**src/rtl/fifo_arb_pkg.sv**
```systemverilog
// fifo_arb_pkg: shared types, defaults and helpers for the FIFO write-port arbiter
package fifo_arb_pkg;
    typedef enum logic {ARB_IDLE, ARB_LOCK} arb_state_t;
    localparam int NREQ_DEF      = 4;
    localparam int DATA_W_DEF    = 8;
    localparam int MAX_BURST_DEF = 4;
    function automatic int clog2_min1(input int n);
        return (n > 1) ? $clog2(n) : 1;
    endfunction
endpackage

```
**src/rtl/rr_priority_pick.sv**
```systemverilog
// rr_priority_pick: first set request at or after rr_ptr, searching circularly
module rr_priority_pick #(
    parameter int N  = 4,
    parameter int PW = 2
) (
    input  logic [N-1:0]  req,
    input  logic [PW-1:0] rr_ptr,
    output logic          found,
    output logic [PW-1:0] pick
);
    logic [N-1:0]  rot;
    logic [PW-1:0] idx;
    logic [PW-1:0] off;
    always_comb begin
        rot = '0;
        idx = '0;
        off = '0;
        for (int i = 0; i < N; i++) begin
            idx    = PW'((int'(rr_ptr) + i) % N);
            rot[i] = req[idx];
        end
        for (int i = N - 1; i >= 0; i--)
            off = rot[i] ? PW'(i) : off;
        found = |rot;
        pick  = PW'((int'(off) + int'(rr_ptr)) % N);
    end
endmodule

```
**src/rtl/ram_fifo_wr_arbiter.sv**
```systemverilog
// ram_fifo_wr_arbiter: round-robin, burst-locking arbiter sharing one FIFO enqueue port
module ram_fifo_wr_arbiter
    import fifo_arb_pkg::*;
#(
    parameter int NREQ      = NREQ_DEF,
    parameter int DATA_W    = DATA_W_DEF,
    parameter int MAX_BURST = MAX_BURST_DEF
) (
    input  logic                          clk,
    input  logic                          rst,
    input  logic                          i_en,
    input  logic [NREQ-1:0]               i_valid,
    input  logic [NREQ*DATA_W-1:0]        i_data,
    output logic [NREQ-1:0]               o_ready,
    output logic                          o_wren,
    output logic [DATA_W-1:0]             o_wrdata,
    input  logic                          i_full,
    output logic [clog2_min1(NREQ)-1:0]   o_grant_id,
    output logic                          o_busy
);
    localparam int IW = clog2_min1(NREQ);
    localparam int BW = $clog2(MAX_BURST + 1);
    arb_state_t    state, state_n;
    logic [IW-1:0] rr_ptr, rr_n, owner, owner_n, pick, sel;
    logic [BW-1:0] beat_cnt, cnt_n;
    logic          found, sel_vld, xfer;

    rr_priority_pick #(.N(NREQ), .PW(IW)) u_pick (
        .req    (i_valid),
        .rr_ptr (rr_ptr),
        .found  (found),
        .pick   (pick)
    );

    function automatic logic [IW-1:0] wrap_inc(input logic [IW-1:0] x);
        return (x == IW'(NREQ - 1)) ? '0 : x + 1'b1;
    endfunction

    always_comb begin
        sel        = (state == ARB_LOCK) ? owner : pick;
        sel_vld    = (state == ARB_LOCK) ? i_valid[owner] : found;
        xfer       = !rst && i_en && !i_full && sel_vld;
        o_wren     = xfer;
        o_ready    = xfer ? NREQ'(1) << sel : '0;
        o_wrdata   = xfer ? i_data[int'(sel)*DATA_W +: DATA_W] : '0;
        o_grant_id = rst ? '0 : sel;
        o_busy     = !rst && state == ARB_LOCK;
    end

    always_comb begin
        state_n = state;
        rr_n    = rr_ptr;
        owner_n = owner;
        cnt_n   = beat_cnt;
        if (state == ARB_IDLE) begin
            if (xfer) begin
                owner_n = pick;
                cnt_n   = BW'(1);
                state_n = (MAX_BURST > 1) ? ARB_LOCK : ARB_IDLE;
                rr_n    = (MAX_BURST > 1) ? rr_ptr : wrap_inc(pick);
            end
        end else if (i_en && !i_valid[owner]) begin
            state_n = ARB_IDLE;
            rr_n    = wrap_inc(owner);
        end else if (xfer) begin
            cnt_n   = beat_cnt + 1'b1;
            state_n = (cnt_n == BW'(MAX_BURST)) ? ARB_IDLE : ARB_LOCK;
            rr_n    = (cnt_n == BW'(MAX_BURST)) ? wrap_inc(owner) : rr_ptr;
        end
    end

    always_ff @(posedge clk or posedge rst) begin
        if (rst) begin
            state    <= ARB_IDLE;
            rr_ptr   <= '0;
            owner    <= '0;
            beat_cnt <= '0;
        end else begin
            state    <= state_n;
            rr_ptr   <= rr_n;
            owner    <= owner_n;
            beat_cnt <= cnt_n;
        end
    end
endmodule

```
**config.mk**
```make
export PLATFORM = sky130hd
export DESIGN_NAME = ram_fifo_wr_arbiter
export DESIGN_NICKNAME = d
export VERILOG_FILES = /design/src/rtl/fifo_arb_pkg.sv /design/src/rtl/rr_priority_pick.sv /design/src/rtl/ram_fifo_wr_arbiter.sv
export SDC_FILE = /design/constraint.sdc
export NUM_CORES = 1
export LEC_CHECK = 0
export BUFFER_PORTS_ARGS = -buffer_cell sky130_fd_sc_hd__buf_2
export CAP_MARGIN = 30
export CORE_MARGIN = 2
export CORE_UTILIZATION = 43
export CTS_CLUSTER_DIAMETER = 120
export DETAILED_ROUTE_END_ITERATION = 12
export PLACE_DENSITY = 0.84
export SLEW_MARGIN = 20
export SYNTH_ARGS = -nofsm -noshare
export SYNTH_HDL_FRONTEND = slang
export SYNTH_SLANG_ARGS = --single-unit
```
**constraint.sdc**
```tcl
create_clock -name clk -period 3.29 [get_ports clk]
set_input_delay 0.658 -clock clk [delete_from_list [all_inputs] [get_ports clk]]
set_output_delay 0.658 -clock clk [all_outputs]
set_load 0.02 [all_outputs]
```
==> results.md <==
- Status: complete, no violations
- Cells after Synth: approximately 140
- CTS tree: built
- Area leader, netlist: mux4_2
- CP Launch Type: input pin
- Tightest Hold Check Type: in -> async
- Port bufs: 55
- DRC: 0
- Synth Cell Area: between 1000 and 1500 um2
- Min cycle time layout: roughly 3.3 ns
- Worst endpoint data arrival time: around 2.6 ns
- Most common flop cell mapped by yosys: dfrtp_1
- # Max-Cap Violations: 0
- Filler cells: 219
- Hold slack: between 0.3 and 0.4 ns
- R2R Setup Slk: approximately 1.3 ns
- Largest net degree at the start of global routing: 17
- Vias per cell: between 5 and 6
- Nature of the critical path endpoint: output port
- Kind of critical path: in -> out
- Initial antenna violation count: 0
- Syn avg cell area: 9.30 um2
- DP Wirelength: between 2000 and 3000 um
- Share of cells above drive strength 1: 0.585
- Ys Warns: 0
- Final nets: ~250
- Max stage delay cell, worst path: mux2_4
- Die height: roughly 58 um
- TritonCTS sink count: 8
- TritonRoute pass-1 iters: 4
- Vias: roughly 1400
- Critical path's largest stage delay: approximately 0.34 ns
- Iteration-0 DRC Markers: between 50 and 60
- Die W: approximately 58 um
- Commonest cells in the netlist: mux2i_1, nor2_1, mux4_2, o21ai_0
- Ant. Diodes: 0
- Final WL: between 3000 and 4000 um
- Power Density: roughly 940 nW/um2
- Reg2reg path depth: 6
- Slew at the pin closest to its max-slew limit: just over 0.5 ns
- Clk_lat worst skew: around 0.26 ns
- Reg area: 201 um2
- Slew HR: 0.658
- Crit path cell chain: buf_6 > nor2b_4 > a21oi_2 > nor2_1 > a211oi_2 > a21oi_2 > ha_4 > xor2_4 > and2_4 > mux2_4 > nor4_4 > buf_4
- Post-synth net total: 179
- GR Util All Layers: 0.221
- Final hold violations: 0
- RSZ-0062 raised after global routing: yes
- Most common cell in the netlist: mux2i_1
- Final setup skew: 0.00413 ns
- I/O pins: between 50 and 60
- Setup-failing EPs final: 0
- Initial core utilization: 0.455
- Share of the yosys chip area belonging to registers: 0.160
- Gpl congestion: a little over 0.8
- Tcrit/Tclk final: 0.994
- Max Clock Freq: slightly above 300 MHz
- Number of synthesized flops with an enable pin: 0
- VDD IR max: 0.000663 V
- Synth top area share: 0.162
- Site Rows: 19
- Vias in the first global route: 1367
- Clk slew on worst S/H paths: 0.06 ns
- Worst Path Required: 2.63 ns
- Core Region: 2760 um2
- Area Growth Syn to Fin: 48.5%
- CTS max path bufs: 2
- Global route overflow: 0
- Synth unique cells: 38
- Htree depth: 1
- Post-synth ARST share: 1.00
- Worst Path Max Fanout: 6
- Area of the die: 3370 um2
- FF+latch count, synth: 8
- Routed length per instance: 15.4 um
- TritonCTS Buffers: 3
- Post-DRT Antenna Nets: 0
- Setup TNS: 0 ns
- Synth area leaders: mux4_2, dfrtp_1, mux2i_1
- Leak pwr: 0.000883 uW
- CP dominant cell by count: a21oi_2
- Pins Over Slew Limit: 0
- Root Driver: clkbuf_4
- First-pass GRT wire length: slightly below 6000 um
- Area of the multi-input gates: 1120 um2
[critical path: cells and delay by family]
family	cells	cell delay [ns]
adder cells (fa/ha/maj)	1	0.19
buffers and inverters	2	0.28
AO/OA/AOI/OAI	3	0.34
XOR/XNOR	1	0.16
multiplexers	1	0.34
AND/OR/NAND/NOR	4	0.64
[timing repair]
action	4_1_cts	5_1_grt
pin swaps	5	7
buffers inserted	1	1
cloned	1	0
gates resized for setup	21	8
setup endpoints to repair	13	13
endpoints found under the hold margin	0	0
hold buffers	0	0
[final timing paths]
kind / to / startpoint
setup / recovery: o_ready[3] / i_valid[3]
hold / removal: state / rst
setup reg to reg: rr_ptr[0] / owner[1]
hold reg to reg: beat_cnt[2] / beat_cnt[2]
max in group asynchronous: rr_ptr[1] / rst
min in group clk: beat_cnt[2] / beat_cnt[2]
[routing by layer]
layer,GRT usage,up-vias,routed length (um),share of wire
li1,-,645,-,-
met1,0.256,658,1430,0.40
met2,0.390,72,1770,0.50
met3,0.0513,10,292,0.082
met4,0.0897,0,78,0.022
met5,0,-,0,0
[logic make-up (layout without fill, tap and decap cells)]
kind of cell	count (synthesis)	after routing	synth area share
compound gates	35	35	0.231
xor+xnor	2	2	0.0140
fa+ha+maj	4	4	0.0399
buf+inv	16	80	0.0638
flops	8	8	0.160
mux	33	34	0.359
simple gates	37	37	0.133
[layout by cell type, fill, tap and decap left out, types with 2 or more instances in the layout]
cell	netlist	routed
a221oi_2	5	7
buf_4	1	25
inv_1	2	2
mux2i_2	0	2
o21ai_1	2	2
nand2b_1	4	4
mux2_4	0	3
clkbuf_4	0	3
dfrtp_1	8	7
o21a_1	2	2
mux2i_1	18	15
a21oi_1	4	2
inv_2	2	2
buf_6	1	3
ha_1	4	3
nand2_1	8	8
a21oi_2	0	2
o32ai_1	2	2
buf_2	7	44
nor2_1	17	16
o21ai_0	9	9
mux4_2	9	9
mux2_1	3	3
nor3_2	0	2
[stage by stage]
stage	cells	setup slack (ns)	util	instance area (um2)	total power, uW
floorplan	135	-0.00854	-	1330	1200
global placement	225	-0.128	0.615	1700	1450
detailed placement	225	-0.152	0.615	1700	1480
CTS	230	-0.00321	0.658	1820	1680
global route	231	-0.0514	0.676	1860	1870
finish	231	0.0210	0.676	1860	1750
[final cells by class]
class,count,share of cell area
Clock buffer,3,0.0121
Tap cell,31,0.0208
Sequential cell,8,0.108
Inverter,4,0.00806
Multi-Input combinational cell,112,0.603
Timing Repair Buffer,73,0.248
[registers in the layout, indices dropped and copies added (netlist names)]
name      cells
rr_ptr        2
owner         2
state         1
beat_cnt      3
[report_power, final]
| group | internal (uW) | switching [uW] | leakage [uW] | total, uW |
|---|---|---|---|---|
| combinational | 710 | 741 | 0.000778 | 1450 |
| sequential | 147 | 78.3 | 0.0000910 | 225 |
| clock | 41.8 | 34.2 | 0.0000138 | 76.0 |
(Power assumes the default switching activity.)
